$ cat config.mk
export PLATFORM = sky130hd
export DESIGN_NAME = uart_mmio
export DESIGN_NICKNAME = d
export VERILOG_FILES = /design/src/rtl/uart_pkg.sv /design/src/rtl/uart_rx.sv /design/src/rtl/uart_mmio.sv
export SDC_FILE = /design/constraint.sdc
export NUM_CORES = 1
export LEC_CHECK = 0
export ABC_AREA = 1
export BUFFER_PORTS_ARGS = -buffer_cell sky130_fd_sc_hd__buf_4
export CORE_MARGIN = 4
export CORE_UTILIZATION = 40
export CTS_CLUSTER_SIZE = 24
export DETAILED_ROUTE_END_ITERATION = 8
export SLEW_MARGIN = 20
export SYNTH_ARGS = -nofsm -noshare
export SYNTH_HDL_FRONTEND = slang
export SYNTH_SLANG_ARGS = --single-unit
export TNS_END_PERCENT = 10
$ cat constraint.sdc
create_clock -name CLK -period 2.17 [get_ports CLK]
set_input_delay 0 -clock CLK [delete_from_list [all_inputs] [get_ports CLK]]
set_output_delay 0 -clock CLK [all_outputs]
set_load 0.01 [all_outputs]
$ cat src/rtl/uart_pkg.sv
// Shared definitions for the memory-mapped UART.
// Holds the register map, CON bit positions, FSM state encodings and the baud divisor.
package uart_pkg;

  localparam logic [31:0] OFF_TXD = 32'h0;
  localparam logic [31:0] OFF_RXD = 32'h4;
  localparam logic [31:0] OFF_CON = 32'h8;

  localparam int CON_RXV    = 0;
  localparam int CON_OVR    = 1;
  localparam int CON_FERR   = 2;
  localparam int CON_TXDONE = 3;
  localparam int CON_TXBUSY = 4;

  typedef enum logic [1:0] {TX_IDLE, TX_START, TX_DATA, TX_STOP} tx_state_e;
  typedef enum logic [1:0] {RX_IDLE, RX_START, RX_DATA, RX_STOP} rx_state_e;

  function automatic int calc_div(input int clk_hz, input int baud);
    return clk_hz / baud;
  endfunction

endpackage

$ cat src/rtl/uart_rx.sv
// 8N1 receiver: 2-flop synchroniser, start-edge detect, mid-bit sampling.
// Emits one-cycle rx_done / rx_ferr pulses; rx_byte holds the last shifted byte.
module uart_rx
  import uart_pkg::*;
#(
  parameter int DIV = 10
) (
  input  logic       CLK,
  input  logic       Reset_n,
  input  logic       in,
  output logic       rx_done,
  output logic       rx_ferr,
  output logic [7:0] rx_byte
);

  localparam logic [15:0] FULL_M1 = 16'(DIV - 1);
  localparam logic [15:0] HALF_M1 = 16'(DIV / 2 - 1);

  logic        s1, s2, s3;
  rx_state_e   st, st_nxt;
  logic [15:0] cnt, cnt_nxt;
  logic [2:0]  bitn, bitn_nxt;
  logic [7:0]  sh, sh_nxt;
  logic        done_nxt, ferr_nxt;

  always_ff @(posedge CLK) begin
    if (!Reset_n) begin
      // Synchroniser starts at the idle-line level so reset release never looks like a start edge.
      s1      <= 1'b1;
      s2      <= 1'b1;
      s3      <= 1'b1;
      st      <= RX_IDLE;
      cnt     <= '0;
      bitn    <= '0;
      sh      <= '0;
      rx_done <= 1'b0;
      rx_ferr <= 1'b0;
    end else begin
      s1      <= in;
      s2      <= s1;
      s3      <= s2;
      st      <= st_nxt;
      cnt     <= cnt_nxt;
      bitn    <= bitn_nxt;
      sh      <= sh_nxt;
      rx_done <= done_nxt;
      rx_ferr <= ferr_nxt;
    end
  end

  always_comb begin
    st_nxt   = st;
    cnt_nxt  = (cnt == FULL_M1) ? 16'd0 : cnt + 16'd1;
    bitn_nxt = bitn;
    sh_nxt   = sh;
    done_nxt = 1'b0;
    ferr_nxt = 1'b0;
    case (st)
      RX_IDLE: begin
        cnt_nxt = '0;
        if (s3 && !s2) st_nxt = RX_START;
      end
      RX_START: if (cnt == HALF_M1) begin
        cnt_nxt  = '0;
        bitn_nxt = '0;
        st_nxt   = s2 ? RX_IDLE : RX_DATA;
      end
      RX_DATA: if (cnt == FULL_M1) begin
        sh_nxt   = {s2, sh[7:1]};
        bitn_nxt = bitn + 3'd1;
        if (bitn == 3'd7) st_nxt = RX_STOP;
      end
      RX_STOP: if (cnt == FULL_M1) begin
        st_nxt   = RX_IDLE;
        done_nxt = s2;
        ferr_nxt = !s2;
      end
      default: st_nxt = RX_IDLE;
    endcase
  end

  assign rx_byte = sh;

endmodule

$ cat src/rtl/uart_mmio.sv
// Memory-mapped 8N1 UART for the MEM stage: TXD/RXD/CON decode, TX FSM, status flags.
// rdata is zero unless addressed, so it can be OR-combined with other read sources.
module uart_mmio
  import uart_pkg::*;
#(
  parameter int          CLK_HZ = 50_000_000,
  parameter int          BAUD   = 9600,
  parameter logic [31:0] BASE   = 32'h4000_0018
) (
  input  logic        CLK,
  input  logic        Reset_n,
  input  logic        rd,
  input  logic        wr,
  input  logic [31:0] addr,
  input  logic [31:0] wdata,
  output logic [31:0] rdata,
  output logic        out,
  input  logic        in
);

  localparam int          DIV    = calc_div(CLK_HZ, BAUD);
  localparam logic [15:0] DIV_M1 = 16'(DIV - 1);
  localparam logic [31:0] A_TXD  = BASE + OFF_TXD;
  localparam logic [31:0] A_RXD  = BASE + OFF_RXD;
  localparam logic [31:0] A_CON  = BASE + OFF_CON;

  logic       hit_txd, hit_rxd, hit_con;
  logic       wr_acc, rd_rxd, rd_con;
  logic [7:0] txd, rxd;
  logic       rx_valid, overrun, frame_err, tx_done, tx_busy;
  logic [4:0] con;
  logic       rx_done, rx_ferr;
  logic [7:0] rx_byte;
  logic       unused_bits;

  assign hit_txd     = (addr[31:2] == A_TXD[31:2]);
  assign hit_rxd     = (addr[31:2] == A_RXD[31:2]);
  assign hit_con     = (addr[31:2] == A_CON[31:2]);
  assign wr_acc      = wr && hit_txd && !tx_busy;
  assign rd_rxd      = rd && hit_rxd;
  assign rd_con      = rd && hit_con;
  assign unused_bits = ^{addr[1:0], wdata[31:8]};

  uart_rx #(.DIV(DIV)) u_rx (
    .CLK     (CLK),
    .Reset_n (Reset_n),
    .in      (in),
    .rx_done (rx_done),
    .rx_ferr (rx_ferr),
    .rx_byte (rx_byte)
  );

  // TX: the accepting write only sets tx_busy; the FSM leaves IDLE one edge later,
  // so the start bit appears at k+1 and tx_busy drops as the stop bit ends.
  tx_state_e   tx_st, tx_nxt;
  logic [15:0] tx_cnt, tx_cnt_nxt;
  logic [2:0]  tx_bit, tx_bit_nxt;
  logic [7:0]  tx_sh, tx_sh_nxt;
  logic        out_nxt, tx_fin;

  always_ff @(posedge CLK) begin
    if (!Reset_n) begin
      tx_st  <= TX_IDLE;
      tx_cnt <= '0;
      tx_bit <= '0;
      tx_sh  <= '0;
      out    <= 1'b1;
    end else begin
      tx_st  <= tx_nxt;
      tx_cnt <= tx_cnt_nxt;
      tx_bit <= tx_bit_nxt;
      tx_sh  <= tx_sh_nxt;
      out    <= out_nxt;
    end
  end

  always_comb begin
    tx_nxt     = tx_st;
    tx_cnt_nxt = (tx_cnt == DIV_M1) ? 16'd0 : tx_cnt + 16'd1;
    tx_bit_nxt = tx_bit;
    tx_sh_nxt  = tx_sh;
    tx_fin     = 1'b0;
    case (tx_st)
      TX_IDLE: begin
        tx_cnt_nxt = '0;
        if (tx_busy) begin
          tx_nxt    = TX_START;
          tx_sh_nxt = txd;
        end
      end
      TX_START: if (tx_cnt == DIV_M1) begin
        tx_nxt     = TX_DATA;
        tx_bit_nxt = '0;
      end
      TX_DATA: if (tx_cnt == DIV_M1) begin
        tx_bit_nxt = tx_bit + 3'd1;
        if (tx_bit == 3'd7) tx_nxt = TX_STOP;
        else                tx_sh_nxt = tx_sh >> 1;
      end
      TX_STOP: if (tx_cnt == DIV_M1) begin
        tx_nxt = TX_IDLE;
        tx_fin = 1'b1;
      end
      default: tx_nxt = TX_IDLE;
    endcase
    case (tx_nxt)
      TX_START: out_nxt = 1'b0;
      TX_DATA:  out_nxt = tx_sh_nxt[0];
      default:  out_nxt = 1'b1;
    endcase
  end

  // Flag updates: a set in the same cycle as a read-clear wins.
  always_ff @(posedge CLK) begin
    if (!Reset_n) begin
      txd       <= '0;
      rxd       <= '0;
      rx_valid  <= 1'b0;
      overrun   <= 1'b0;
      frame_err <= 1'b0;
      tx_done   <= 1'b0;
      tx_busy   <= 1'b0;
    end else begin
      if (wr_acc)  txd <= wdata[7:0];
      if (rx_done) rxd <= rx_byte;

      if (rx_done)     rx_valid <= 1'b1;
      else if (rd_rxd) rx_valid <= 1'b0;

      if (rx_done && rx_valid) overrun <= 1'b1;
      else if (rd_rxd)         overrun <= 1'b0;

      if (rx_ferr)     frame_err <= 1'b1;
      else if (rd_con) frame_err <= 1'b0;

      if (wr_acc)      tx_busy <= 1'b1;
      else if (tx_fin) tx_busy <= 1'b0;

      if (tx_fin)                tx_done <= 1'b1;
      else if (wr_acc || rd_con) tx_done <= 1'b0;
    end
  end

  always_comb begin
    con             = '0;
    con[CON_RXV]    = rx_valid;
    con[CON_OVR]    = overrun;
    con[CON_FERR]   = frame_err;
    con[CON_TXDONE] = tx_done;
    con[CON_TXBUSY] = tx_busy;
  end

  always_comb begin
    rdata = '0;
    if (Reset_n && rd) begin
      if (hit_txd)      rdata = {24'd0, txd};
      else if (hit_rxd) rdata = {24'd0, rxd};
      else if (hit_con) rdata = {27'd0, con};
    end
  end

endmodule

==> results of run 1 <==
==> synth_stat cells (all sizes together) <==
cell,n
and2,2
nand4,18
a21oi,43
a22o,1
conb,1
nor2,133
o21ai,38
ha,6
clkbuf,4
nand2,103
or2,2
o21a,2
o31ai,1
nand3b,1
xor2,13
nand3,51
nor3,15
inv,67
nor4,1
xnor2,4
dfxtp,85
buf,30
clkinv,2
==> placed cells by master (no fill, tap or decap), types with 3 or more instances in the layout <==
| cell | count |
|---|---|
| sky130_fd_sc_hd__nor2_1 | 117 |
| sky130_fd_sc_hd__xor2_1 | 13 |
| sky130_fd_sc_hd__nor2_2 | 9 |
| sky130_fd_sc_hd__clkbuf_8 | 9 |
| sky130_fd_sc_hd__a21oi_2 | 4 |
| sky130_fd_sc_hd__bufinv_16 | 3 |
| sky130_fd_sc_hd__o21ai_0 | 34 |
| sky130_fd_sc_hd__dlygate4sd3_1 | 19 |
| sky130_fd_sc_hd__ha_1 | 6 |
| sky130_fd_sc_hd__dfxtp_1 | 85 |
| sky130_fd_sc_hd__nor2_4 | 6 |
| sky130_fd_sc_hd__nand4_1 | 18 |
| sky130_fd_sc_hd__inv_1 | 60 |
| sky130_fd_sc_hd__a21oi_1 | 39 |
| sky130_fd_sc_hd__conb_1 | 24 |
| sky130_fd_sc_hd__buf_4 | 53 |
| sky130_fd_sc_hd__nand2_2 | 8 |
| sky130_fd_sc_hd__nand3_2 | 4 |
| sky130_fd_sc_hd__nor3_1 | 12 |
| sky130_fd_sc_hd__nand2_1 | 94 |
| sky130_fd_sc_hd__nand3_1 | 46 |
| sky130_fd_sc_hd__inv_2 | 7 |
| sky130_fd_sc_hd__xnor2_1 | 4 |
==> cells by family after synthesis <==
group,share of synthesized area
xor gates and xnor gates,0.03363
other,0.0008471
and+or+nand+nor,0.3471
AOI/OAI and AO/OA,0.1037
DFF,0.3844
buffers and inverters,0.1133
adders and majority gates,0.01696
==> area by class of cell <==
cell class	count	area (um^2)
Clock buffer	10	127.6
Fill cell	1086	5568
Sequential cell	85	1702
Multi-Input combinational cell	458	2310
Clock inverter	6	111.4
Timing Repair Buffer	72	588.1
Inverter	69	259.0
Tap cell	140	175.2
==> stage by stage <==
stage	cell area (um^2)	setup slack [ns]
floorplan	4513	0.7524
global placement	4843	0.5356
detailed placement	4843	0.4751
CTS	5273	0.3400
global route	5273	0.2074
finish	5273	0.3390
==> routing by layer <==
metal,vias to the layer above,wire [um]
li1,2108,-
met1,1797,4573
met4,0,77
met2,63,4747
met3,7,354
met5,-,0
==> final timing paths <==
kind,end,cells past startpoint
max,txd[5],6
min,frame_err,7
max reg2reg,txd[5],6
min reg2reg,u_rx.s2,1
==> power groups by stage <==
stage / combinational [uW] / sequential (uW) / clock (uW)
global placement: 139 / 1600 / 0
finish: 158 / 1570 / 1330
global route: 176 / 1570 / 1430
CTS: 158 / 1560 / 1370
floorplan: 99.0 / 1600 / 0
detailed placement: 141 / 1600 / 0
==> worst reg2reg max path, delay by kind of cell (launching register included) <==
| kind | cells | cell delay, ns |
|---|---|---|
| AND/OR/NAND/NOR | 4 | 0.70 |
| flip-flops | 1 | 0.35 |
| buffers and inverters | 2 | 0.68 |
==> sequential cells by signal (all words and copies together), names as in the netlist, 2 cells and up, named ones only <==
signal,count
txd,8
tx_st,2
rxd,8
u_rx.rx_byte,8
u_rx.bitn,3
tx_cnt,16
tx_sh,8
u_rx.cnt,16
tx_bit,3
==> what timing repair did <==
item                       in CTS  in global routing
setup endpoints to repair       0                  0
hold endpoints to repair       13                  0
hold buffers                   19                  0
==> metrics.md, run 1 <==
| Metric | Value |
|---|---|
| Status | `complete, no violations` |
| P_int | `2405 uW` |
| Slowest stage delay, CP | `0.56 ns` |
| HPWL after detailed placement | `about 7.2 mm` |
| Number of nets with antenna violations after detailed routing | `0` |
| Final setup vio count | `0` |
| Overflow left after global routing | `0` |
| Syn Std Cell Area | `approximately 4400 um^2` |
| Power share of the clock group | `0.436` |
| Clock Path Buffers | `2` |
| Max rail drop VDD | `0.3888 mV` |
| Die Area | `12810 um^2` |
| Leakage dissipation | `~0.0023 uW` |
| Critical Path Source | `tx_busy` |
| GR Layer Usage met2 | `0.2646` |
| Busiest grt layer | `met2` |
| Number of endpoints with negative hold slack in the final report | `0` |
| GRT Util Overall | `0.1544` |
| Die Y | `113.2 um` |
| Area share of the largest cell type after synthesis | `0.3844` |
| Data required, critical path | `~2.4 ns` |
| Type of the setup path with the least slack | `flop to flop` |
| Post-cts sizing count | `0` |
| Largest driver fanout on the critical path | `10` |
| Number of standard-cell rows in the floorplan | `38` |
| Crit start category | `flop` |
| Hold Path Origin | `addr[23]` |
| Count of yosys warnings during synthesis | `0` |
| Critical-path cell with the highest stage delay | `sky130_fd_sc_hd__dlygate4sd3_1` |
| Number of DRC markers in iteration 0 | `172` |
| Cell count after synthesis | `623` |
| Clock tree from TritonCTS | `built` |
| Total placed cells including tap cells | `805` |
| Core area | `10840 um^2` |
| Port buffer count | `51` |
| Number of unique standard cell types used by synthesis | `41` |
| Vias after detailed routing | `3975` |
| Cell taking the most area after synthesis | `sky130_fd_sc_hd__dfxtp_1` |
| Post-synthesis sequential area ratio | `0.3844` |
| Sequential cell fraction of total power | `0.513` |
| Worst clock skew on the final layout | `0.008655 ns` |
| Portion of total power attributed to combinational logic | `0.052` |
| Fraction of the core area covered by cells at the end of the flow | `0.4864` |
| Diode insertion count for antenna repair | `0` |
| Synth area leaders | `sky130_fd_sc_hd__dfxtp_1, sky130_fd_sc_hd__nor2_1, sky130_fd_sc_hd__nand2_1, sky130_fd_sc_hd__nand3_1, sky130_fd_sc_hd__inv_1` |
| Die width | `113.2 um` |
| Vias in the first global route | `3731` |
| Hold Worst Slack | `0.1848 ns` |
| Number of maximum-capacitance constraint violations | `0` |
| Number of buffers inserted during clock tree synthesis | `9` |
| Post-Synthesis Mean Instance Area | `7.106 um^2` |
| Period utilisation layout | `0.8438` |
| RSZ-0062 raised after global routing | `no` |
| Critical path cell sequence | `inv_1, nand2_1, nand3b_2, nor2_1, nor2_1, dlygate4sd3_1` |
| Worst-Margin Slew | `0.7575 ns` |
| Share of post-route cells with drive strength above 1 | `0.1671` |
| Pin count of the biggest net entering global routing | `23` |
| Reg-to-reg critical path startpoint | `tx_busy` |
| Total chip power | `3054 uW` |
| Family with the most delay on the worst path | `simple AND/OR/NAND/NOR gates` |
| Cell area power density | `579.2 nW/um^2` |
| Switching power | `649.0 uW` |
| Clock root buffer | `sky130_fd_sc_hd__clkbuf_8` |
| Hold crit path type | `input port to flop` |
| Clock latency on the worst-skew pair | `0.35 ns` |
| CTS HTree Levels | `3` |
| Post-layout instance count excluding filler cells | `840` |
| Cell type with the highest occurrence count on the critical path | `sky130_fd_sc_hd__nor2_1` |
| Buffer and inverter count on the worst path | `2` |
| DR WL/cell | `11.61 um` |
| Wire length of the first global-routing pass | `16.45 mm` |
| Peak clock frequency supported by timing | `546.1 MHz` |
| Met1 capacity usage during global routing | `0.1936` |
| Kind of end point of the critical path | `flop` |
| Top Ports | `102` |
| Vias per inst | `about 4.7` |
| Final Net Count | `770` |
| Post-route DRC | `0` |
| R2R setup slack | `0.34 ns` |
| Setup repair bufs after CTS | `0` |
| Crit path arrival time | `2.07 ns` |
| Routability-driven placement congestion ratio | `approximately 0.86` |
| Initial antenna violation count | `0` |
| Final period demand of the worst path | `1.831 ns` |
| Max-slew headroom at the worst pin | `0.4944` |
| Clk slew on worst S/H paths | `about 0.080 ns` |
| Clock tree sinks | `85` |
| Fin. max-slew vios | `0` |
| Wire length after detailed routing | `between 9 and 10 mm` |
| Synthesized flop and latch total | `85` |
| Met3 capacity usage during global routing | `0.03797` |
| Starting density of the core | `0.4084` |
| Iteration count of the initial detailed-routing pass | `4` |
| Layout area overhead | `19.11%` |
| Switching portion of total power | `0.2125` |
| Summed negative setup slack over all endpoints | `0 ns` |
No activity file was read; power rests on OpenSTA's default activity.
==> run 2: changes to the inputs <==
Settings changed: ABC_AREA 1 to 0.
Clock period 2.17 ns to 1.9 ns, I/O delays scaled along.
==> run 2 against run 1 <==
Effect of this change:
- clock skew increased by 0.0011 ns
- hold slack got worse by 0.14 ns
- design area decreased by 2.3%
- largest power group unchanged
==> metrics.md, run 2 <==
| Metric | Value |
|---|---|
| Status | `complete, no violations` |
| Worst clock skew on the final layout | `0.009717 ns` |
| Overflow left after global routing | `0` |
| Cell taking the most area after synthesis | `sky130_fd_sc_hd__dfxtp_1` |
| Routability-driven placement congestion ratio | `approximately 0.84` |
| Number of DRC markers in iteration 0 | `roughly 130` |
| Number of unique standard cell types used by synthesis | `50` |
| Syn Std Cell Area | `4210 um^2` |
| Die Area | `12230 um^2` |
| Vias in the first global route | `3208` |
| CTS HTree Levels | `3` |
| GR Layer Usage met2 | `0.2302` |
| Type of the setup path with the least slack | `input port to output port` |
| Die Y | `110.6 um` |
| Core area | `10280 um^2` |
| Clk slew on worst S/H paths | `0.08 ns` |
| DR WL/cell | `12.48 um` |
| Total chip power | `3645 uW` |
| Fin. max-slew vios | `0` |
| EDFF count, synth | `0` |
| Number of endpoints with negative hold slack in the final report | `0` |
| Layout area overhead | `22.32%` |
| Critical path cell sequence | `buf_4, or4_4, or4_1, buf_4, a21o_1, a21oi_1, buf_4` |
| Met1 capacity usage during global routing | `0.1817` |
| Vias after detailed routing | `approximately 3400` |
| Post-layout instance count excluding filler cells | `690` |
| Final setup vio count | `0` |
| Post-route cell area | `between 5000 and 6000 um^2` |
| Die width | `110.6 um` |
| Number of maximum-capacitance constraint violations | `0` |
| Number of buffers inserted during clock tree synthesis | `9` |
| Most frequent cell after synthesis | `sky130_fd_sc_hd__dfxtp_1` |
| Family with the most delay on the worst path | `simple AND/OR/NAND/NOR gates` |
| Largest driver fanout on the critical path | `10` |
| Leakage dissipation | `0.001835 uW` |
| Most common cell after layout, fill and taps aside | `sky130_fd_sc_hd__dfxtp_1` |
| Clock tree sinks | `85` |
| Hold Worst Slack | `0.04104 ns` |
| Cell type with the highest occurrence count on the critical path | `sky130_fd_sc_hd__buf_4` |
| Peak clock frequency supported by timing | `~550 MHz` |
| Post-DP Area | `4700 um^2` |
| Wire length after detailed routing | `about 8.6 mm` |
| Port buffer count | `51` |
| Clock latency on the worst-skew pair | `0.35 ns` |
| Max rail drop VDD | `0.3003 mV` |
| RSZ-0062 raised after global routing | `no` |
| Top Ports | `approximately 100` |
| Cell count after synthesis | `486` |
| Vias per inst | `4.897` |
| Busiest grt layer | `met2` |
| Final period demand of the worst path | `about 1.8 ns` |
| Share of post-route cells with drive strength above 1 | `0.1805` |
| Kind of end point of the critical path | `output port` |
| Data required, critical path | `between 1.5 and 2 ns` |
| GRT Util Overall | `0.1437` |
| Worst-Margin Slew | `0.5324 ns` |
| HPWL after detailed placement | `6.226 mm` |
| Iteration count of the initial detailed-routing pass | `4` |
| Buffer and inverter count on the worst path | `3` |
| Post-Synthesis Mean Instance Area | `between 8 and 9 um^2` |
| Largest registers in the final layout | `tx_cnt: 16 flops, u_rx.cnt: 16 flops` |
| Post-route DRC | `0` |
| Pin count of the biggest net entering global routing | `47` |
| Count of yosys warnings during synthesis | `0` |
| Wire length of the first global-routing pass | `14.92 mm` |
| Max-slew headroom at the worst pin | `0.6446` |
| Met3 capacity usage during global routing | `0.04438` |
| Synth area leaders | `sky130_fd_sc_hd__dfxtp_1, sky130_fd_sc_hd__mux2i_1, sky130_fd_sc_hd__xnor2_1, sky130_fd_sc_hd__nor2_1, sky130_fd_sc_hd__buf_4` |
| Crit path arrival time | `1.82 ns` |
| Critical-path cell with the highest stage delay | `sky130_fd_sc_hd__or4_4` |
| Commonest register cell after synthesis | `sky130_fd_sc_hd__dfxtp_1` |
| Clock tree from TritonCTS | `built` |
| Synthesized flop and latch total | `85` |
| Number of standard-cell rows in the floorplan | `37` |
| Crit start category | `input port` |
| Hold crit path type | `input port to flop` |
| Clock Path Buffers | `2` |
| Share of async-settable or async-resettable flops after synthesis | `0` |
| Diode insertion count for antenna repair | `0` |
| Post-synthesis sequential area ratio | `0.4042` |
| Cell area power density | `707.7 nW/um^2` |
| Final Net Count | `between 600 and 700` |
| Summed negative setup slack over all endpoints | `0 ns` |
| Number of nets with antenna violations after detailed routing | `0` |
| Initial antenna violation count | `0` |
| Slowest stage delay, CP | `0.54 ns` |
| Starting density of the core | `0.4097` |
| Cell types with the highest counts after synthesis | `sky130_fd_sc_hd__dfxtp_1, sky130_fd_sc_hd__nor2_1, sky130_fd_sc_hd__nand2_1, sky130_fd_sc_hd__mux2i_1, sky130_fd_sc_hd__nor2b_1` |
| Period utilisation layout | `0.9575` |
| Area share of the largest cell type after synthesis | `0.4042` |
| Commonest cells after routing, fill and taps aside | `sky130_fd_sc_hd__dfxtp_1, sky130_fd_sc_hd__buf_4, sky130_fd_sc_hd__nor2_1, sky130_fd_sc_hd__nand2_1, sky130_fd_sc_hd__mux2i_1` |
| Total placed cells including tap cells | `663` |
| Clock root buffer | `sky130_fd_sc_hd__clkbuf_8` |
==> run 2: changes by cell type after synthesis, sizes merged, moves of 28 or more <==
cell,previous run,this run
a21oi,43,9
inv,67,15
mux2i,0,29
nand2,103,35
nor2,133,49
o21ai,38,10
==> run 2: final timing paths <==
check / from / to / slack [ns] / cells past startpoint
worst min-delay path: Reset_n / u_rx.s1 / 0.04 / 2
worst max-delay path: addr[11] / rdata[2] / 0.08 / 7
worst max register to register: tx_cnt[0] / tx_st[0] / 0.15 / 8
worst min register to register: u_rx.s1 / u_rx.s2 / 0.41 / 1
==> run 2: power by group <==
group          internal (uW)  total [uW]  switching [uW]
Clock                   1010        1670             651
Combinational            102         185            82.9
Sequential              1790        1790            6.25
==> run 2: area by class of cell <==
class	count	area, um^2
fillers	1003	5127
multi-input cells	359	2318
flip-flops and latches	85	1702
repair buffers	79	634.4
well taps	136	170.2
clock inverters	7	145.1
clock buffers	9	123.9
inverters	15	56.30
==> run 2: what timing repair did <==
item / CTS / global route
endpoints found under the setup margin: 17 / 59
hold endpoints to repair: 10 / 0
setup buffers: 0 / 1
hold buffers: 10 / 0
gates resized for setup: 2 / 9
pin swaps: 0 / 2
==> run 2: cells by family (layout without fill, tap and decap cells) <==
logic type                 after synthesis  count (layout)  share of synthesized area
and+or+nand+nor                        208             208                     0.2648
other                                    1              24                  0.0008907
adders and majority gates                6               6                    0.01783
DFF                                     85              85                     0.4042
AOI/OAI and AO/OA                       63              63                     0.1022
muxes                                   29              29                    0.06895
xor gates and xnor gates                29              29                    0.06033
buffers and inverters                   65             110                    0.08083
==> run 2: routing by layer <==
metal | wire (um) | vias up
li1 | - | 1753
met1 | 4006 | 1541
met2 | 3999 | 74
met3 | 469 | 11
met4 | 134 | 0
met5 | 0 | -
==> run 2: worst reg2reg max path: cells and delay by family (launching register included) <==
family | cells | cell delay, ns
AO/OA/AOI/OAI | 1 | 0.20
adder cells (fa/ha/maj) | 1 | 0.21
buffers and inverters | 2 | 0.28
flip-flops | 1 | 0.33
AND/OR/NAND/NOR | 4 | 0.62
==> run 2: per-stage QoR <==
stage,setup slack [ns],utilization
2_1_floorplan,0.01557,-
3_3_place_gp,0.003347,0.4573
3_5_place_dp,-0.07584,0.4573
4_1_cts,0.004252,0.4942
5_1_grt,0.005302,0.5011
6_report,0.08079,0.5011
